## src/rtl/tele_frame_tx.sv

```systemverilog
// tele_frame_tx: queues {addr,data} frames in a small FIFO and shifts each out as
// start, addr[0..6], data[0..3], even parity, stop, one bit per CLKS_PER_BIT clocks.
module tele_frame_tx #(
  parameter int CLKS_PER_BIT = 16,
  parameter int FIFO_DEPTH   = 4
) (
  input  logic       Clock,
  input  logic       Reset,
  input  logic       i_valid,
  output logic       o_ready,
  input  logic [6:0] i_addr,
  input  logic [3:0] i_data,
  output logic       o_tx,
  output logic       o_busy,
  output logic       o_sent_flag,
  output logic [6:0] o_sent_addr,
  output logic [4:0] o_level
);
  localparam int AW = $clog2(FIFO_DEPTH);
  localparam int CW = $clog2(CLKS_PER_BIT);
  localparam logic [CW-1:0] LAST = CW'(CLKS_PER_BIT - 1);
  localparam logic [4:0] FULL = 5'(FIFO_DEPTH);
  typedef enum logic [2:0] {IDLE, START, ADDR, DATA, PARITY, STOP} state_t;
  state_t state, state_n;
  logic [10:0] mem [FIFO_DEPTH];
  logic [10:0] head;
  logic [AW-1:0] wptr, rptr;
  logic [CW-1:0] cnt, cnt_n;
  logic [3:0] pos, pos_n;
  logic [11:0] frame;
  logic push, pop, tick, done, tx_n;
  assign o_ready = o_level < FULL;
  assign o_busy = state != IDLE;
  assign push = i_valid && o_ready;
  assign pop = state == IDLE && o_level != 5'd0;
  assign tick = cnt == LAST;
  assign head = mem[rptr];
  always_comb begin
    state_n = state;
    done = 1'b0;
    case (state)
      IDLE:    state_n = pop ? START : IDLE;
      START:   state_n = tick ? ADDR : START;
      ADDR:    state_n = tick && pos == 4'd6 ? DATA : ADDR;
      DATA:    state_n = tick && pos == 4'd10 ? PARITY : DATA;
      PARITY:  state_n = tick ? STOP : PARITY;
      STOP: begin
        state_n = tick ? IDLE : STOP;
        done = tick;
      end
      default: state_n = IDLE;
    endcase
    cnt_n = tick || state == IDLE ? '0 : cnt + 1'b1;
    pos_n = state == IDLE ? 4'd0 : (state == ADDR || state == DATA) && tick ? pos + 4'd1 : pos;
    // o_tx is registered, so it is computed from the state being entered
    tx_n = state_n == START ? 1'b0 :
           (state_n == ADDR || state_n == DATA || state_n == PARITY) ? frame[pos_n] : 1'b1;
  end
  always_ff @(posedge Clock or negedge Reset) begin
    if (!Reset) begin
      state <= IDLE;
      cnt <= '0;
      pos <= '0;
      frame <= '0;
      wptr <= '0;
      rptr <= '0;
      o_level <= '0;
      o_tx <= 1'b1;
      o_sent_flag <= 1'b0;
      o_sent_addr <= '0;
    end else begin
      state <= state_n;
      cnt <= cnt_n;
      pos <= pos_n;
      o_tx <= tx_n;
      o_sent_flag <= done;
      if (done) o_sent_addr <= frame[6:0];
      if (pop) frame <= {^head, head[3:0], head[10:4]};
      if (pop) rptr <= rptr + 1'b1;
      if (push) wptr <= wptr + 1'b1;
      o_level <= o_level + 5'(push) - 5'(pop);
    end
  end
  always_ff @(posedge Clock)
    if (push) mem[wptr] <= {i_addr, i_data};
endmodule

```

## config.mk

```make
export PLATFORM = sky130hd
export DESIGN_NAME = tele_frame_tx
export DESIGN_NICKNAME = d
export VERILOG_FILES = /design/src/rtl/tele_frame_tx.sv
export SDC_FILE = /design/constraint.sdc
export NUM_CORES = 1
export LEC_CHECK = 0
export CORE_UTILIZATION = 58
export CTS_CLUSTER_DIAMETER = 40
export DETAILED_ROUTE_END_ITERATION = 10
export GPL_ROUTABILITY_DRIVEN = 0
export PLACE_DENSITY_LB_ADDON = 0.08
export SETUP_SLACK_MARGIN = 0.2
export SLEW_MARGIN = 30
export SYNTH_ARGS = -nofsm -noshare
export SYNTH_HDL_FRONTEND = slang
export SYNTH_SLANG_ARGS = --single-unit
```

## constraint.sdc

```tcl
create_clock -name Clock -period 3.8 [get_ports Clock]
set_input_delay 0.76 -clock Clock [delete_from_list [all_inputs] [get_ports Clock]]
set_output_delay 0.76 -clock Clock [all_outputs]
set_load 0.05 [all_outputs]
```

==> Yosys cells after proc, flatten, opt, wreduce, memory -nomap -nowiden <==
Memory sizes are Yosys's and may differ from the RTL's.
Index checks and enable logic that the tools add are counted.
{ "totals": {"ff_bits": 41, "ramBits": 44, "inputBits": 14, "output_inout_bits": 16, "wordCells": 61, "n_memories": 1} }
{ "classes": {"n_addsub": 6, "order_cmp": 2, "n_eq_ne": 12, "mux": 17, "reduce_logical": 13} }
{ "memory_table": {"columns": ["name", "depth", "width", "read_ports", "rd_clocked_by_memory_dff", "wr", "line", "text"], "rows": [
  ["mem", 4, 11, 1, 0, 1, "25", "logic [10:0] mem [FIFO_DEPTH];"]
]} }
{ "ops": {"columns": ["op", "count"], "rows": [
  ["$pmux 3 s6", 1],
  ["$eq 3x2->1 const B", 4],
  ["$mux 4", 3],
  ["$reduce_xor 11->1", 1],
  ["$eq 3x3->1 const B", 3],
  ["$mux 1", 9],
  ["$add 4x1->4 const B", 2],
  ["$eq 4x4->1 const B", 2],
  ["$eq 3x1->1 const B", 2],
  ["$mux 3", 2],
  ["$add 5x1->5", 1],
  ["$logic_and 1x1->1", 5],
  ["$lt 4x5->1 const B", 1],
  ["$lt 5x3->1 const B", 1],
  ["$reduce_bool 5->1", 1],
  ["$sub 5x1->5", 1],
  ["$add 2x1->2 const B", 2],
  ["$bmux 1 s4", 1],
  ["$eq 4x3->1 const B", 1],
  ["$logic_or 1x1->1", 4],
  ["$logic_not 3->1", 1],
  ["$reduce_bool 3->1", 1],
  ["$mux 2", 1]
]} }

==> Longest topological paths before layout <==
{ "logic_depth": {"ltp_word": 9, "depth_mapped": 15, "mapped_depth_nobuf": 15} }

==> Worst setup path after synthesis <==
OpenSTA, ideal clock, no wires.
{ "synth_path": {"kind": "register to register", "from": "register state[1]", "to": "register o_level[4]", "setup_time_ns": 0.125, "arrival_time_ns": 3.312, "required_time_ns": 3.675, "setup_slack_ns": 0.363, "stages_incl_launch_ff": 16, "n_path_buf": 2, "period_less_slack_ns": 3.437, "path_cell_list": "dfrtp_1 -> buf_2 -> nor3_2 -> clkinv_1 -> nor2_2 -> buf_4 -> ha_1 -> inv_1 -> ha_1 -> inv_1 -> fa_1 -> inv_1 -> a21oi_1 -> nor2_1 -> nor2_1 -> xor2_1"} }
{ "synth_between": {"elab_chain_cells": 3} }
{ "synth_rtl": {"columns": ["item", "line", "text"], "rows": [
  ["start: declaration", "24", "state_t state, state_n;"],
  ["start signal: assignment", "72", "state <= state_n;"],
  ["$logic_not 3->1", "35", "assign pop = state == IDLE && o_level != 5'd0;"],
  ["$logic_and 1x1->1", "35", null],
  ["via pop", "31", "logic push, pop, tick, done, tx_n;"],
  ["$sub 5x1->5", "81", "o_level <= o_level + 5'(push) - 5'(pop);"],
  ["end signal: assignment", "81", null],
  ["end: declaration", "17", "output logic [4:0] o_level"]
]} }
The timed path passes the listed nets, and every way through them passes these cells.
A chain may end at the register's enable or synchronous reset.

==> Worst setup path in the final report <==
{ "layout_path": {"from": "register state[2]", "to": "output port o_busy"} }
{ "layout_between": {"elab_chain_cells": 1} }
{ "layout_rtl": {"columns": ["item", "line", "text"], "rows": [
  ["$reduce_bool 3->1", "33", "assign o_busy = state != IDLE;"],
  ["end: declaration", "14", "output logic o_busy,"]
]} }
No other way between the ends.

==> run_results.csv <==
group,metric,value,unit
outcome,status,"completed",
synth,synth_cell_types,47,
clock_tree,insertion_delay,0.35,ns
timing,worst_slew_pin_slew,0.721,ns
layout,final_common_cell,"edfxtp_1",
worst_setup_path,slowest_delay,0.78,ns
worst_setup_path,critical-path-top-delay-family,"buffers and inverters",
worst_setup_path,path_cells,"nor3_2 -> buf_4 -> clkinv_1 -> clkdlybuf4s50_1",
drt,drt-total-wl,6460,um
worst_setup_path,cp.required,3.04,ns
power,ir_drop,0.450,mV
drt,drc,0,
timing,setup_violations,0,
synth,synth_area,3830,um2
synth,synthArstFlopShare,48.2,%
timing,hold_viol_final,0,
global_routing,grt_pass1_wl,11100,um
timing,tns,0,ns
floorplanning,fp.dieW,83.3,um
clock_tree,holdBufCountCts,0,
clock_tree,cts.sinks,85,
synth,synth_cells,268,
layout,fillers,433,
global_routing,gr-total-overflow,0,
layout,drive_gt1_share,14.7,%
timing,max_freq,332,MHz
timing,rsz0062_at_grt,"no",
worst_setup_path,critPathLaunchType,"flop",
worst_setup_path,critical-path-slowest-cell,"clkdlybuf4s50_1",
layout,area_growth,16.3,%
layout,layout_common_cells,"44 x edfxtp_1, 40 x dfrtp_1, 28 x clkdlybuf4s50_1, 16 x inv_1, 16 x mux2_2",
clock_tree,clk_pin_slew_worst_paths,0.09,ns
clock_tree,cts_setup_buffers,0,
floorplanning,die_h,83.3,um
worst_setup_path,cp_num_buf_inv,3,
clock_tree,cts_tree,"yes",
timing,finalCritPeriodShare,79.2,%
clock_tree,clk_path_buf_depth,2,
global_routing,grt_max_degree,42,
drt,vias_per_cell,5.74,
power,p_per_area,410,nW/um2
clock_tree,ctsHtreeMaxLevel,3,
synth,ys_seq_area_share,61.3,%
synth,syn_area_per_cell,14.3,um2
worst_setup_path,cp-end-kind,"output pin",
timing,maxSlewViolCount,0,
clock_tree,cts_root_buf,"clkbuf_8",
floorplanning,initial_core_util,60.3,%
layout,seq_area,2350,um2
worst_setup_path,path_max_fanout,13,
floorplanning,dieArea,6930,um2
layout,fin_cells,384,
global_routing,grtUsageTotal,21.1,%
global_routing,grt_pass1_vias,2273,
synth,synth_edf_count,44,
floorplanning,rows,29,
layout,multi_input_area,1380,um2
drt,route.detailed.wl_per_inst,16.8,um
floorplanning,coreArea,6350,um2
drt,ant_nets,0,
place,dp_hpwl,4510,um
synth,synth_flop_cell,"edfxtp_1",
global_routing,antenna_found_initial,0,
timing,layout_min_cycle_time,3.01,ns
layout,nNetsFinal,331,
clock_tree,numCtsBuffers,9,
place,placed_cells,368,
worst_setup_path,cp.arrival,2.25,ns
synth,syn_nets,297,
clock_tree,post_cts_resized,0,
timing,clock_skew,0.00840,ns
drt,firstDrtPassIters,4,
synth,yosys_warnings,0,
hold_path,hold_path_class,"primary input to async pin",
layout,antenna_cells,0,
power,p_leak,1.78,nW
drt,drt_iter0_drc,123,
synth,synth-seq-cells,85,
timing,slew_headroom,51.2,%
worst_setup_path,crit_type,"flop to output pin",
flow_run,cap_viol_max_count,0,
floorplanning,boundaryPins,30,
drt,vias,2206,
place,port_buffers,29,
## cell type report
type | instances | share of cell area [%]
Inverter | 17 | 1.43
Tap cell | 77 | 2.16
Multi-Input combinational cell | 158 | 30.9
Clock buffer | 9 | 2.78
Clock inverter | 7 | 3.26
Sequential cell | 85 | 52.7
Timing Repair Buffer | 31 | 6.79
## layer usage
metal	track usage (%)	share of wire, %	vias to the layer above
met5	0	0	-
met4	9.56	2.1	0
met3	3.98	3.0	16
met2	34.0	49	42
met1	28.2	45	1094
li1	-	-	1054
## final timing paths
kind,cells past startpoint,endpoint,start,slack (ns)
setup / recovery,4,o_busy,state[2],0.79
hold / removal,1,cnt[2],Reset,0.37
max in group asynchronous,1,o_tx,Reset,3.05
setup reg to reg,15,o_level[4],o_level[2],0.80
hold reg to reg,1,cnt[0],cnt[0],0.46
min in group Clock,1,cnt[0],cnt[0],0.46
## through the flow
stage	worst slack (ns)	power, W	hold WS, ns	instance area [um2]	utilization, %
6_report	0.791	0.00183	0.369	4460	70.2
2_1_floorplan	0.363	0.000989	0.432	3830	-
3_3_place_gp	0.840	0.00101	0.453	4190	65.9
5_1_grt	0.491	0.00188	0.406	4460	70.2
4_1_cts	0.780	0.00184	0.465	4450	70.1
3_5_place_dp	0.772	0.00101	0.453	4190	65.9
## flip-flops by register name (all words and copies together), names as in the netlist, 3 cells and up
signal,count
cnt,4
o_level,5
state,3
o_sent_addr,7
mem,44
frame,12
pos,4
## cells in the mapped netlist, types with 3 or more instances
| library cell | instances | area share (%) |
|---|---|---|
| mux4_2 | 5 | 2.9 |
| nor3_1 | 3 | 0.39 |
| edfxtp_1 | 44 | 34 |
| mux4_1 | 6 | 4.1 |
| mux2_2 | 16 | 4.7 |
| xor2_1 | 8 | 1.8 |
| nor2b_1 | 3 | 0.49 |
| xnor2_1 | 12 | 2.7 |
| a21oi_1 | 7 | 0.91 |
| o211ai_1 | 6 | 1.2 |
| clkbuf_1 | 5 | 0.49 |
| o21ai_0 | 10 | 1.3 |
| dfrtp_1 | 40 | 26 |
| inv_1 | 16 | 1.6 |
| nor2_1 | 10 | 0.98 |
| and3_1 | 7 | 1.1 |
| ha_1 | 14 | 4.6 |
| nand3_1 | 11 | 1.4 |
| nand2_1 | 12 | 1.2 |
## power by group
part	internal (W)	switching, W
registers	0.000969	0
clock network	0.000508	0.000323
logic	0.0000117	0.0000141
## logic make-up after synthesis
logic type	synth area share [%]
AO/OA/AOI/OAI	6.01
XOR/XNOR	5.00
adder cells (fa/ha/maj)	5.09
buffers and inverters	2.78
flip-flops	61.3
multiplexers	12.1
AND/OR/NAND/NOR	7.67
No activity file was read; power rests on OpenSTA's default activity.
